<file path="config.mk">
export PLATFORM = sky130hd
export DESIGN_NAME = temp_avg_writer
export DESIGN_NICKNAME = d
export VERILOG_FILES = /design/src/rtl/temp_pkg.sv /design/src/rtl/temp_avg_writer_avg4.sv /design/src/rtl/temp_avg_writer.sv
export SDC_FILE = /design/constraint.sdc
export NUM_CORES = 1
export LEC_CHECK = 0
export BUFFER_PORTS_ARGS = -buffer_cell sky130_fd_sc_hd__buf_2
export CAP_MARGIN = 20
export CORE_MARGIN = 1.5
export CORE_UTILIZATION = 40
export CTS_BUF_LIST = sky130_fd_sc_hd__clkbuf_2
export DETAILED_ROUTE_END_ITERATION = 10
export GPL_TIMING_DRIVEN = 0
export PLACE_DENSITY = 0.66
export REMOVE_ABC_BUFFERS = 1
export SYNTH_ARGS = -nofsm -noshare
export SYNTH_HDL_FRONTEND = slang
export SYNTH_SLANG_ARGS = --single-unit
</file>
<file path="constraint.sdc">
create_clock -name clk_50 -period 8.71 [get_ports clk_50]
set_input_delay 0.871 -clock clk_50 [delete_from_list [all_inputs] [get_ports clk_50]]
set_output_delay 0.871 -clock clk_50 [all_outputs]
set_load 0.1 [all_outputs]
</file>
<file path="src/rtl/temp_pkg.sv">
// Shared constants and FSM state type for the temperature averaging writer.
// The RAM model and the testbench import these so address geometry stays in one place.
package temp_pkg;

  localparam int              ADDR_W  = 11;
  localparam logic [ADDR_W-1:0] RAM_TOP = 11'h7FF;
  localparam int              CNT_W   = 16;

  typedef enum logic [1:0] {
    IDLE,
    CAPTURE,
    AVG,
    WRITE
  } state_t;

endpackage

</file>
<file path="src/rtl/temp_avg_writer_avg4.sv">
// Combinational four-byte adder: 10-bit sum (cannot overflow, max 0x3FC)
// and the truncated average, i.e. the sum divided by four with no rounding.
module avg4 (
  input  logic [7:0] b0,
  input  logic [7:0] b1,
  input  logic [7:0] b2,
  input  logic [7:0] b3,
  output logic [9:0] sum,
  output logic [7:0] avg
);

  logic [3:0][7:0] bytes_in;
  logic [9:0]      ext [4];

  assign bytes_in = {b3, b2, b1, b0};

  genvar gi;
  generate
    for (gi = 0; gi < 4; gi++) begin : g_ext
      assign ext[gi] = {2'b00, bytes_in[gi]};
    end
  endgenerate

  assign sum = ext[0] + ext[1] + ext[2] + ext[3];
  assign avg = sum[9:2];

endmodule

</file>
<file path="src/rtl/temp_avg_writer.sv">
// Detects each newly completed 32-bit temperature word, averages its four bytes
// and writes the result to an external RAM, filling addresses top-down with wrap.
module temp_avg_writer #(
  parameter int                ADDR_W  = temp_pkg::ADDR_W,
  parameter logic [ADDR_W-1:0] RAM_TOP = temp_pkg::RAM_TOP,
  parameter int                CNT_W   = temp_pkg::CNT_W
) (
  input  logic              clk_50,
  input  logic              reset_n,
  input  logic [31:0]       all_data,
  input  logic              buffer_full,
  output logic              ram_wr_n,
  output logic [ADDR_W-1:0] ram_addr,
  output logic [7:0]        ram_data,
  output logic              busy,
  output logic              overrun,
  output logic [CNT_W-1:0]  words_written
);

  import temp_pkg::*;

  state_t      state_reg;
  state_t      state_next;
  logic        full_q;
  logic        new_word;
  logic [31:0] word_r;
  logic [9:0]  sum_r;
  logic [9:0]  sum_comb;
  // The sub-block's own average output is redundant here: the FSM divides the
  // registered sum instead, so the arithmetic gets a full cycle of its own.
  logic [7:0]  avg_unused;

  avg4 u_avg4 (
    .b0  (word_r[7:0]),
    .b1  (word_r[15:8]),
    .b2  (word_r[23:16]),
    .b3  (word_r[31:24]),
    .sum (sum_comb),
    .avg (avg_unused)
  );

  // A level that stays high yields exactly one event; high right after reset counts.
  assign new_word = buffer_full & ~full_q;
  assign busy     = (state_reg != IDLE);

  always_ff @(posedge clk_50 or negedge reset_n) begin
    if (!reset_n) begin
      state_reg <= IDLE;
    end else begin
      state_reg <= state_next;
    end
  end

  always_comb begin
    state_next = state_reg;
    case (state_reg)
      IDLE:    if (new_word) state_next = CAPTURE;
      CAPTURE: state_next = AVG;
      AVG:     state_next = WRITE;
      WRITE:   state_next = IDLE;
      default: state_next = IDLE;
    endcase
  end

  always_ff @(posedge clk_50 or negedge reset_n) begin
    if (!reset_n) begin
      full_q        <= 1'b0;
      word_r        <= '0;
      sum_r         <= '0;
      ram_wr_n      <= 1'b1;
      ram_addr      <= RAM_TOP;
      ram_data      <= '0;
      overrun       <= 1'b0;
      words_written <= '0;
    end else begin
      full_q <= buffer_full;

      if (state_reg == IDLE && new_word) begin
        word_r <= all_data;
      end

      if (state_reg == CAPTURE) begin
        sum_r <= sum_comb;
      end

      // Strobe drops on entry to WRITE so it is low for exactly the WRITE cycle.
      if (state_reg == AVG) begin
        ram_data <= 8'(sum_r >> 2);
        ram_wr_n <= 1'b0;
      end

      if (state_reg == WRITE) begin
        ram_wr_n      <= 1'b1;
        ram_addr      <= (ram_addr == '0) ? RAM_TOP : ram_addr - 1'b1;
        words_written <= words_written + 1'b1;
      end

      // Words arriving while busy (including on the WRITE->IDLE edge) are dropped.
      if (new_word && state_reg != IDLE) begin
        overrun <= 1'b1;
      end
    end
  end

endmodule

</file>
==> metrics.csv <==
metric,value,unit
status,"finished, final reports clean",
"Seq/Total Area, Yosys",50.1,%
I/O Buffers,72,
Mapped Area,0.00402,mm^2
worst path cell trace,ha_1 -> inv_1 -> fa_1 -> nor2b_1 -> o21ai_0 -> nand2b_1 -> a311oi_1 -> xor2_1 -> fa_1 -> inv_1 -> ha_1 -> nand2_1 -> o21ai_0 -> a21oi_1 -> xnor2_1 -> mux2_2,
"delay-heaviest family, CP",adder cells,
pin count of the biggest net entering global routing,57,
"Avg Cell Area, Syn",11.9,um^2
"Hold Vio Cnt, Final",0,
Initial Utilization,41.2,%
Ports,73,
die width,103,um
Critical-path top delay cell,fa_1,
diodes inserted,0,
CP startpoint,word_r[8],
RSZ-0062 raised after global routing,no,
drt via density,4.66,
drt pass-1 iters,4,
DRT Wirelength,7.08,mm
maximum capacitance violations,0,
transition time of the tightest slew-check pin,0.686,ns
Die Ht,103,um
synth warn,0,
DR vias,2579,
area grow syn2layout,16.4,%
Worst Clk Skew,0.0158,ns
vias in the first global route,2612,
post-synthesis cell type count,35,
WP buf/inv,2,
number of gates resized after cts,0,
Finish-stage setup viols,0,
crit path max fanout,3,
Reg with most FFs,word_r,
pins over their slew limit,0,
first-pass GRT wire length,11.7,mm
DP HPWL,5.44,mm
Starting DRT DRC Count,83,
Mapped Cells,337,
drt wl/cell,12.8,um
post-route setup TNS,0,ns
Final nets,482,
worst r2r src,word_r[8],
fmax,0.292,GHz
all-layer global routing usage,14.5,%
"Core Util, Final",47.9,%
H-tree levels,3,
post-CTS setup buffers,0,
R2R setup slack,5.28,ns
Routed Antenna Nets,0,
total grt overflow,0,
CP arrival,3.87,ns
drc violations,0,
worst skew pair latency,0.55,ns
CTS tree,done,
Yosys reg bits,80,
clk slew on worst S/H paths,0.21,ns
Clock Sinks,80,
Tmin final,3.43,ns
Worst Setup Path Type,reg2reg,
row count,36,
Worst Hold Class,in2async,
clock root buffer master,clkbuf_2,
cts bufs inserted,9,
Core Area,0.00977,mm^2
biggest regs,"word_r: 32 flops, words_written: 16 flops, ram_addr: 11 flops",
Clock Path Buffers,2,
die area,0.0107,mm^2
Max-Slew Margin vs Limit,54.2,%
WP data required,9.16,ns
routability cong.,0.774,
layout cells sized above 1,36.1,%
crit-path max cell delay,0.50,ns
final period utilization,39.3,%
Crit. End Element,register,
Post-CTS Hold Buffers,0,
max reg flops,32,
initial antenna violation count,0,
CP Launch Type,register,
-- cell type report --
cell class	instances	area, um^2
fillers	928	5090
flip-flops and latches	80	2020
multi-input cells	213	1840
repair buffers	74	418
well taps	133	166
inverters	38	143
clock buffers	12	60.1
clock inverters	4	45.0
-- per-stage QoR --
stage	worst slack (ns)	hold WS (ns)	cell area (um^2)	instances
floorplan	5.59	0.475	4000	331
global placement	5.35	0.451	4520	536
detailed placement	5.25	0.458	4580	538
CTS	5.24	0.159	4690	554
global route	4.93	0.154	4690	554
finish	5.28	0.194	4690	554
-- worst reg2reg max path, stage by stage (launching register included) --
cell and delay [ns]:
dfrtp_1 0.42, ha_1 0.21, inv_1 0.07, fa_1 0.20
nor2b_1 0.05, o21ai_0 0.14, nand2b_1 0.12, a311oi_1 0.36
xor2_1 0.16, fa_1 0.50, inv_1 0.04, ha_1 0.32
nand2_1 0.09, o21ai_0 0.16, a21oi_1 0.07, xnor2_1 0.16
mux2_2 0.27
-- final timing paths --
| kind | end | cells after the start |
|---|---|---|
| min | words_written[9] | 1 |
| max reg2reg | sum_r[8] | 16 |
| min reg2reg | words_written[15] | 1 |
| max | sum_r[8] | 16 |
| max in group asynchronous | ram_addr[7] | 2 |
| min in group clk_50 | full_q | 1 |
-- synth_stat cells, drive strengths merged --
cell | instances | area (um^2)
xnor2 | 22 | 193
a21o | 5 | 37.5
o21ai | 8 | 40.0
dfstp | 12 | 315
o21bai | 1 | 7.51
mux2i | 1 | 10.0
nand3 | 6 | 30.0
a31oi | 4 | 25.0
ha | 22 | 275
buf | 4 | 20.0
nor2b | 2 | 12.5
nor3 | 5 | 30.0
nand2 | 18 | 67.6
or3b | 1 | 8.76
dfrtp | 68 | 1700
and3 | 5 | 31.3
a211o | 1 | 8.76
or3 | 3 | 28.8
clkbuf | 2 | 7.51
mux2 | 47 | 529
nand4 | 3 | 18.8
or2 | 1 | 6.26
nand2b | 4 | 25.0
a311oi | 1 | 8.76
inv | 38 | 143
and2 | 1 | 6.26
a21oi | 13 | 65.1
nor2 | 14 | 55.1
fa | 9 | 180
o31ai | 3 | 22.5
xor2 | 13 | 114
-- cell usage in the layout, fill, tap and decap left out, types with 2 or more instances in the layout --
cell	instances
xnor2_1	22
and3_1	5
mux2_2	47
a31oi_1	4
nor3_1	4
a21oi_1	13
nand2b_1	4
buf_2	71
or3_4	2
ha_1	22
o31ai_1	3
xor2_1	13
dfstp_2	12
clkbuf_2	12
fa_1	9
inv_1	38
nand2_1	18
nand4_1	3
a21o_1	5
dfrtp_1	68
nor2_1	13
nor2b_1	2
o21ai_0	7
buf_16	2
clkinv_1	2
nand3_1	6
-- logic make-up (layout without fill, tap and decap cells) --
family                   Yosys count  in the layout  synth area share (%)
AO/OA/AOI/OAI                     36             36                  5.35
multiplexers                      48             48                  13.4
AND/OR/NAND/NOR                   63             63                  7.96
buffers and inverters             44            128                  4.23
adder cells (fa/ha/maj)           31             31                  11.3
flip-flops                        80             80                  50.1
XOR/XNOR                          35             35                  7.62
-- metal layers --
layer | track usage (%) | wire [um]
met1 | 17.4 | 3120
met5 | 0 | 0
met2 | 24.5 | 3550
met4 | 8.11 | 185
met3 | 2.82 | 220
Power is left out: the tool's default activity adds up to more than one toggle a clock period on the data nets, which glitch-free logic cannot reach.
